**src/rtl/serial_add_ctrl.sv**
```systemverilog
// Bit-serial adder sequencer: one full adder stepped LSB-first across WIDTH bits.
// Operands arrive on a valid/ready handshake, the result leaves on another one.

// Single-bit full adder used as the only arithmetic element of the sequencer.
module full_adder (
  input  logic a_i,
  input  logic b_i,
  input  logic c_i,
  output logic s_o,
  output logic co_o
);
  assign s_o  = a_i ^ b_i ^ c_i;
  assign co_o = (a_i & b_i) | (c_i & (a_i ^ b_i));
endmodule

module serial_add_ctrl #(
  parameter int WIDTH = 8
) (
  input  logic             Clk,
  input  logic             Reset,
  input  logic             Data_in_valid,
  output logic             Data_in_ready,
  input  logic [WIDTH-1:0] Data_in_A,
  input  logic [WIDTH-1:0] Data_in_B,
  input  logic             Data_in_C,
  output logic             Data_out_valid,
  input  logic             Data_out_ready,
  output logic [WIDTH-1:0] Data_out_Sum,
  output logic             Data_out_Carry,
  output logic             Busy
);
  localparam int CW = $clog2(WIDTH + 1);
  localparam logic [CW-1:0] LAST = CW'(WIDTH - 1);

  typedef enum logic [1:0] {IDLE, RUN, DONE} state_t;

  state_t           state_q;
  logic [WIDTH-1:0] a_q, b_q, sum_q;
  logic             carry_q;
  logic [CW-1:0]    cnt_q;
  logic [WIDTH-1:0] out_sum_q;
  logic             out_carry_q;
  logic             in_rdy_q, out_vld_q, busy_q;

  logic             fa_s, fa_co;
  logic [WIDTH:0]   sum_ext;
  logic [WIDTH-1:0] sum_d;

  full_adder u_fa (
    .a_i  (a_q[0]),
    .b_i  (b_q[0]),
    .c_i  (carry_q),
    .s_o  (fa_s),
    .co_o (fa_co)
  );

  // New sum bit enters at the MSB; the widened vector keeps WIDTH=1 legal.
  always_comb begin
    sum_ext = {fa_s, sum_q};
    sum_d   = sum_ext[WIDTH:1];
  end

  // Sequencer FSM and datapath; result is latched into separate output
  // registers so it stays visible through the next IDLE/RUN.
  always_ff @(posedge Clk) begin
    if (Reset) begin
      state_q     <= IDLE;
      a_q         <= '0;
      b_q         <= '0;
      sum_q       <= '0;
      carry_q     <= 1'b0;
      cnt_q       <= '0;
      out_sum_q   <= '0;
      out_carry_q <= 1'b0;
      in_rdy_q    <= 1'b1;
      out_vld_q   <= 1'b0;
      busy_q      <= 1'b0;
    end else begin
      case (state_q)
        IDLE: begin
          if (Data_in_valid && in_rdy_q) begin
            a_q      <= Data_in_A;
            b_q      <= Data_in_B;
            sum_q    <= '0;
            carry_q  <= Data_in_C;
            cnt_q    <= '0;
            in_rdy_q <= 1'b0;
            busy_q   <= 1'b1;
            state_q  <= RUN;
          end
        end
        RUN: begin
          a_q     <= a_q >> 1;
          b_q     <= b_q >> 1;
          sum_q   <= sum_d;
          carry_q <= fa_co;
          cnt_q   <= cnt_q + CW'(1);
          if (cnt_q == LAST) begin
            out_sum_q   <= sum_d;
            out_carry_q <= fa_co;
            out_vld_q   <= 1'b1;
            state_q     <= DONE;
          end
        end
        DONE: begin
          if (Data_out_ready) begin
            out_vld_q <= 1'b0;
            busy_q    <= 1'b0;
            in_rdy_q  <= 1'b1;
            state_q   <= IDLE;
          end
        end
        default: begin
          state_q   <= IDLE;
          in_rdy_q  <= 1'b1;
          out_vld_q <= 1'b0;
          busy_q    <= 1'b0;
        end
      endcase
    end
  end

  assign Data_in_ready  = in_rdy_q;
  assign Data_out_valid = out_vld_q;
  assign Data_out_Sum   = out_sum_q;
  assign Data_out_Carry = out_carry_q;
  assign Busy           = busy_q;
endmodule

```
**config.mk**
```make
export PLATFORM = sky130hd
export DESIGN_NAME = serial_add_ctrl
export DESIGN_NICKNAME = d
export VERILOG_FILES = /design/src/rtl/serial_add_ctrl.sv
export SDC_FILE = /design/constraint.sdc
export NUM_CORES = 1
export LEC_CHECK = 0
export ABC_CLOCK_PERIOD_IN_PS = 2300
export BUFFER_PORTS_ARGS = -buffer_cell sky130_fd_sc_hd__buf_2
export CAP_MARGIN = 10
export CORE_ASPECT_RATIO = 0.7
export CORE_MARGIN = 1.5
export CORE_UTILIZATION = 58
export DETAILED_ROUTE_END_ITERATION = 16
export PLACE_DENSITY = 0.83
export SYNTH_ARGS = -nofsm -noshare
export SYNTH_HDL_FRONTEND = slang
export SYNTH_SLANG_ARGS = --single-unit
```
**constraint.sdc**
```tcl
create_clock -name Clk -period 2.3 [get_ports Clk]
set_clock_uncertainty 0.1 [all_clocks]
set_input_delay 0.23 -clock Clk [delete_from_list [all_inputs] [get_ports Clk]]
set_output_delay 0.23 -clock Clk [all_outputs]
set_load 0.02 [all_outputs]
```
# Word level (Yosys, flattened, before mapping)
# Index checks and enable logic that the tools add are counted.
dict set report totals {
  ff_bits 43
  output_inout_bits 12
}
dict set report classes {
  addsub 1
  eq_ne 6
  mux 22
  n_bitwise 7
  n_reduce_logical 8
}
# op count
set ops {}
lappend ops {{case mux 8 bit (2 select lines)} 3}
lappend ops {{two-way mux 8 bit} 3}
lappend ops {{case mux 1 bit (3 select lines)} 3}
lappend ops {{AND reduction 3 bit} 3}
lappend ops {{case mux 4 bit (2 select lines)} 1}
lappend ops {{two-way mux 1 bit} 6}
lappend ops {{two-way mux 2 bit} 3}
lappend ops {{!= test 2 bit (second input constant)} 3}
lappend ops {{case mux 2 bit (3 select lines)} 1}
lappend ops {{adder 4 x 1 -> 4 bit (second input constant)} 1}
lappend ops {{equality test 4 x 3 -> 1 bit (second input constant)} 1}
lappend ops {{two-way mux 4 bit} 1}
lappend ops {{AND reduction 2 bit} 2}
lappend ops {{bitwise AND 1 bit} 2}
lappend ops {{equality test 2 x 1 -> 1 bit (second input constant)} 1}
lappend ops {{equality test 2 bit (second input constant)} 1}
lappend ops {{zero test 2 bit} 1}
lappend ops {{inverter 1 bit} 2}
lappend ops {{case mux 1 bit (2 select lines)} 1}
lappend ops {{nonzero test 2 bit} 1}
lappend ops {{bitwise XOR 1 bit} 2}
lappend ops {{logical AND 1 bit} 1}
lappend ops {{bitwise OR 1 bit} 1}

# Longest topological paths before layout
# Gate-level depths: netlist (run 1).
dict set report logic_depth {
  word_depth 4
  ltp_mapped 6
}

# By module
# From an unflattened synthesis (run 1), not the netlist that was laid out.
dict set report hier_totals {
  hier_cells 192
  area_unflattened_um2 1774.2
}
# module n_inst cells_each area_each_um2 seq_area_each_um2
set by_module_without_submodules {}
lappend by_module_without_submodules {serial_add_ctrl 1 191 1754.2 840.8}
lappend by_module_without_submodules {full_adder 1 1 20.0 0.0}

# Worst setup path after synthesis (run 1)
# No wires, ideal clock.
dict set report synth_path {
  path_kind {reg2reg}
  start {reg in_rdy_q, in the netlist Data_in_ready}
  end {reg b_q[1]}
  setup_ns 0.060
  arrival_ns 1.144
  path_slack_ns 0.995
  stages_incl_launch_ff 5
  path_buffers 1
  cell_sequence {dfxtp_1 a21oi_2 nor2_2 buf_2 o221a_1}
}
dict set report synth_via {
  elab_chain_len 3
}
# element line
set synth_lines {}
lappend synth_lines {{start: declaration} 43} ;# logic in_rdy_q, out_vld_q, busy_q;
lappend synth_lines {{start signal: assignment} 75} ;# in_rdy_q <= 1'b1;
lappend synth_lines {{start signal: assignment} 87} ;# in_rdy_q <= 1'b0;
lappend synth_lines {{start signal: assignment} 109} ;# in_rdy_q <= 1'b1;
lappend synth_lines {{logical AND 1 bit} 81} ;# if (Data_in_valid && in_rdy_q) begin
lappend synth_lines {{!= test 2 bit (no source line)} -}
lappend synth_lines {{AND reduction 2 bit (no source line)} -}
lappend synth_lines {{end signal: assignment} 83} ;# b_q <= Data_in_B;
lappend synth_lines {{end signal: assignment} 94} ;# b_q <= b_q >> 1;
lappend synth_lines {{end: declaration} 38} ;# logic [WIDTH-1:0] a_q, b_q, sum_q;
# Every way passes these cells.
# A chain may end at the register's enable or synchronous reset.

# Worst setup path after layout (run 1)
dict set report layout_path {
  start {reg state_q[0]}
  end {reg out_carry_q, in the netlist Data_out_Carry}
}
dict set report layout_via {
  elab_chain_len 2
}
# element line
set layout_lines {}
lappend layout_lines {{start: declaration} 37} ;# state_t state_q;
lappend layout_lines {{start signal: assignment} 67} ;# state_q <= IDLE;
lappend layout_lines {{start signal: assignment} 89} ;# state_q <= RUN;
lappend layout_lines {{start signal: assignment} 102} ;# state_q <= DONE;
lappend layout_lines {{equality test 2 x 1 -> 1 bit} 79} ;# case (state_q)
lappend layout_lines {{AND reduction 2 bit (no source line)} -}
lappend layout_lines {{end signal: assignment} 100} ;# out_carry_q <= fa_co;
lappend layout_lines {{end: declaration} 42} ;# logic out_carry_q;
# Every way passes these cells.

==> results.toml, run 1 <==
[setup_path]
crit_required_ns = 2.42
crit_path_max_incr_delay_ns = 0.77
crit_fanout = 19
critPathLaunchType = "flop"
cp.arrival_ns = 2.07
crit_chain = "nand2b_4 -> or2_1 -> o31ai_1"
crit_family = "flip-flops"
worst-path-buf-inv = 0
crit_type = "reg -> reg"
end_kind = "flop"
cpMaxStageDelayCell = "dfxtp_1"

[timing]
period_share_pct = 84.9
worst_slew_pin_slew_ns = 0.753
slew_headroom_pct = 49.8
fin_setup_tns_ns = 0
drv_slew = 0
finalWorstSetupSlack_ns = 0.347
period_minus_slack_ns = 1.95
finalHoldViolations = 0
grt_setup_unrepaired = "false"
holdWs_ns = 0.0810
setup_viol = 0
clock.fmax_ghz = 0.512

[grt]
grt_util_met3_pct = 7.57
grt_pass1_vias = 1338
grt.total_usage_pct = 24.1
grt-ovfl-total = 0
grtUsageMet1_pct = 33.0
grt_pass1_wl_um = 6520
antenna_found_initial = 0
grt.busiest_layer = "met2"
use_met2_pct = 37.0
grt_max_degree = 46

[final_layout]
final_core_util_pct = 70.7
areaGrowthSynthToFinish_pct = 12.4
diodes = 0
final_cells = 258
layout.nets = 244
drive_gt1_share_pct = 24.3

[cts]
post_cts_resized = 0
clk_pin_slew_ns = 0.08
cts-buffers-inserted = 5
clock_latency_ns = 0.30
root_buffer = "clkbuf_8"
cts_tree = "done"
cts_hold_buffers = 0
clockBufferDepth = 2
clock-sinks = 42
postCtsSetupBuffers = 0
h-tree-depth = 2

[worst_hold_path]
hp-class = "in -> reg"

[power_and_ir_drop]
combinationalPowerShare_pct = 12.4
cellPowerDensity_nw_per_um2 = 717
p_seq_share_pct = 54.4
p_sw_w = 0.000386
power.share.clock_pct = 33.3
irDropWorstVdd_mv = 0.503
p_int_w = 0.00109
p_leak_nw = 0.801
switching_share_pct = 26.2

[die]
start_util_pct = 62.9
pin_count = 33
die_area_um2 = 3500
die_h_um = 49.9
chipWidth_um = 70.1
core_um2 = 2900
row_count = 16

[synthesis]
ys_ff_latch = 42
synth_warnings = 0
yosysUniqueCellTypes = 34
ys_seq_area_share_pct = 46.1
synth-main-ff-cell = "dfxtp_1"
synth_top_area_share_pct = 46.1
netlist_top_cells_count = "dfxtp_1 (42), a21oi_1 (17), inv_1 (16), nor2b_1 (15), o221a_1 (10)"
synth_cells = 195
synth_edf_count = 0
synthTopCellsByArea = "dfxtp_1 (46%), o221a_1 (6.2%), nor2b_1 (5.1%)"
yosysTopAreaCell = "dfxtp_1"
syn_area_um2 = 1830
synthArstFlopShare_pct = 0
synth.most_common_cell = "dfxtp_1"
syn_nets = 218
avgSynthCellArea_um2 = 9.36

[placed_design]
hpwl_um = 2550
dp.cells = 250
gp_congestion = 0.800
io_buffers = 32
dp_slack_ns = 0.416

[detailed_routing]
drt-total-wl_um = 3860
initialDrtViolationCount = 188
via_per_inst = 5.81
ant_nets = 0
drtPass1Iterations = 5
wl_per_cell_um = 15.0
num_vias = 1499
route.detailed.drc = 0

[flow_run]
maxCapViolCount = 0

[status]
status = "finished clean"
metal layers:
metal / vias to the layer above / share of wire, %
met2: 62 / 46
met5: - / 0
met3: 7 / 6.6
met4: 0 / 1.8
met1: 683 / 46
li1: 747 / -
registers in the layout, summed over array words and instances (netlist names), 2 cells and up:
name	flops
cnt_q	4
b_q	8
a_q	8
Data_out_Sum	8
state_q	2
sum_q	7
worst register-to-register path: cells and delay by family (launching register included):
family           cells  cell delay [ns]
AO/OA/AOI/OAI        1             0.27
flip-flops           1             0.77
AND/OR/NAND/NOR      2             0.73
cell families after synthesis:
logic type,share of synthesized area (%)
adder cells (fa/ha/maj),1.78
buffers and inverters,8.36
flip-flops,46.1
AND/OR/NAND/NOR,15.6
AO/OA/AOI/OAI,28.2
layout by cell type (no fill, tap or decap), drive strengths merged:
master / n
clkinv: 1
nand2b: 9
nand2: 5
o21ai: 21
a211oi: 1
inv: 16
a22oi: 6
o221a: 10
nor2b: 15
dfxtp: 42
or2: 3
fa: 1
nand3: 1
o31ai: 2
and2: 1
nor2: 6
nand4bb: 1
o22ai: 7
or3: 1
nand3b: 2
buf: 35
and2b: 1
clkbuf: 7
a21oi: 20
o32ai: 5
and4bb: 1
o211ai: 1
ha: 1
per-stage QoR:
stage / area, µm² / power (W)
after global routing: 2050 / 0.00154
after global placement: 1960 / 0.000983
after floorplan: 1830 / 0.000948
after detailed placement: 1960 / 0.000994
after CTS: 2050 / 0.00147
final: 2050 / 0.00147
power groups by stage:
stage,clock network (W),logic [W],registers (W)
2_1_floorplan,0,0.000142,0.000805
3_3_place_gp,0,0.000170,0.000813
3_5_place_dp,0,0.000178,0.000816
4_1_cts,0.000496,0.000179,0.000799
5_1_grt,0.000529,0.000204,0.000806
6_report,0.000490,0.000182,0.000800
worst paths after layout:
| kind | from | endpoint | slack [ns] | depth (start not counted) |
|---|---|---|---|---|
| worst max register to register | state_q[0] | Data_out_Carry | 0.35 | 3 |
| worst min register to register | a_q[4] | a_q[4] | 0.39 | 2 |
| worst max-delay path | state_q[0] | Data_out_Carry | 0.35 | 3 |
| worst min-delay path | Data_in_B[7] | b_q[7] | 0.08 | 3 |
cell type report:
cell class                      instances  area (µm²)
Clock inverter                          1        5.00
Fill cell                             234         851
Clock buffer                            7        86.3
Inverter                               16        60.1
Multi-Input combinational cell        121         832
Sequential cell                        42         841
Tap cell                               36        45.0
Timing Repair Buffer                   35         183
No activity file was read; power rests on OpenSTA's default activity.
==> run 2, diff against run 1 <==
ABC_CLOCK_PERIOD_IN_PS = 1600   (was 2300)
CORE_UTILIZATION = 49   (was 58)
PLACE_DENSITY = 0.74   (was 0.83)
clock period = 1.6 ns   (was 2.3 ns; I/O delays follow)
==> run 2 against run 1 <==
Sequential share of layout area shrank 2.2 points. First-iteration DRC count is 34% lower. Routed wire length decreased by 4.8%. Setup slack got worse by 0.21 ns. Total power rose by 54%. Combinational power up 60%. Die area increased by 17%. Maximum frequency is 33% higher. Register-to-register slack worse by 0.21 ns. Clock-buffer cell count fell by 1. Critical path depth up 2.
==> results.toml, run 2 (same netlist as run 1, synthesis figures left out) <==
[setup_path]
crit_fanout = 8
end_kind = "flop"
crit_type = "reg -> reg"
rr_startpoint = "cnt_q[0]"
crit_path_start = "cnt_q[0]"
crit_required_ns = 1.73
cp.arrival_ns = 1.59
worstRegToRegCells = 5
ff2ff_setup_slack_ns = 0.14
worstSetupEndpoint = "Data_out_valid"
critPathLaunchType = "flop"
rr_endpoint = "Data_out_valid"

[timing]
slew_headroom_pct = 82.5
period_share_pct = 91.5
clock.fmax_ghz = 0.683
drv_slew = 0
worst_slew_pin_slew_ns = 0.261
setup_viol = 0
fin_setup_tns_ns = 0
period_minus_slack_ns = 1.46
grt_setup_unrepaired = "false"
finalHoldViolations = 0

[power_and_ir_drop]
p_leak_nw = 0.853
cellPowerDensity_nw_per_um2 = 1050
irDropWorstVdd_mv = 0.575
total_power_w = 0.00227

[grt]
grt-ovfl-total = 0
grt_max_degree = 46
grt_pass1_vias = 1306
grt_pass1_wl_um = 6130
grt.total_usage_pct = 19.7
antenna_found_initial = 0

[placed_design]
io_buffers = 32
dpl_cell_area_um2 = 2060
hpwl_um = 2480
gp_congestion = 0.799

[final_layout]
final_area_um2 = 2170
drive_gt1_share_pct = 27.2
areaGrowthSynthToFinish_pct = 18.8
layout_commonest_cell = "dfxtp_1"
final_cell_mix = "dfxtp_1 (41), buf_2 (32), a21oi_1 (17)"
diodes = 0
layout.nets = 251

[worst_hold_path]
hold_depth = 3
hp-class = "in -> reg"

[flow_run]
maxCapViolCount = 0

[die]
die_h_um = 54.1
die_area_um2 = 4110
pin_count = 33
start_util_pct = 51.6
chipWidth_um = 76.0
row_count = 18
core_um2 = 3540

[cts]
root_buffer = "clkbuf_8"
h-tree-depth = 2
cts_tree = "done"
clock-sinks = 42
clock_latency_ns = 0.29
cts-buffers-inserted = 5
clk_pin_slew_ns = 0.07
clockBufferDepth = 2
cts_hold_buffers = 0

[detailed_routing]
wl_per_cell_um = 13.2
via_per_inst = 5.20
ant_nets = 0
initialDrtViolationCount = 124
num_vias = 1446
route.detailed.drc = 0
drtPass1Iterations = 4
drt-total-wl_um = 3680

[status]
status = "finished clean"
## run 2: how the worst min path moves through the flow
stage / startpoint / end / slack [ns]
after floorplan: Data_in_A[7] / a_q[7] / 0.20
after global placement: Data_in_B[7] / b_q[7] / 0.31
after detailed placement: Data_in_B[7] / b_q[7] / 0.31
after CTS: Data_in_B[7] / b_q[7] / 0.008
after global routing: Data_in_B[7] / b_q[7] / 0.02
final: Data_in_B[7] / b_q[7] / 0.01
## run 2: cell type report
class | count | area [µm²]
fillers | 315 | 1370
flip-flops and latches | 42 | 842
multi-input cells | 121 | 832
repair buffers | 42 | 260
clock buffers | 6 | 82.6
well taps | 50 | 62.6
inverters | 16 | 60.1
clock inverters | 1 | 30.0
## run 2: report_power, final
group          leakage (nW)  internal, W  switching (W)  total [W]
registers             0.343      0.00110      0.0000400    0.00114
clock network        0.0573     0.000499       0.000340   0.000839
logic                 0.452     0.000134       0.000157   0.000292
total                 0.853      0.00174       0.000537    0.00227
## run 2: layer usage
| layer | vias to the layer above | global-route usage (%) | share of wire, % |
|---|---|---|---|
| li1 | 762 | - | - |
| met1 | 656 | 28.1 | 55 |
| met2 | 21 | 27.9 | 39 |
| met3 | 7 | 4.92 | 4.0 |
| met4 | 0 | 9.26 | 1.6 |
| met5 | - | 0 | 0 |
## run 2: stage by stage
| step | utilization [%] | hold WS, ns | instances | worst slack, ns |
|---|---|---|---|---|
| final | 61.4 | 0.0132 | 278 | 0.137 |
| after floorplan | - | 0.200 | 195 | 0.295 |
| after global placement | 58.1 | 0.309 | 271 | 0.196 |
| after CTS | 61.3 | 0.00816 | 278 | 0.120 |
| after detailed placement | 58.1 | 0.313 | 271 | 0.151 |
| after global routing | 61.4 | 0.0199 | 278 | 0.0137 |
## run 2: critical path, cell delays in order, from the launching register on
cell      delay [ns]
dfxtp_1         0.39
ha_1            0.21
nand3b_1        0.10
or2_1           0.28
buf_4           0.20
a21oi_2         0.12
## run 2: what timing repair did
action / 4_1_cts / 5_1_grt
buffers inserted: 0 / 0
resized for setup: 0 / 1
setup endpoints to repair: 0 / 1
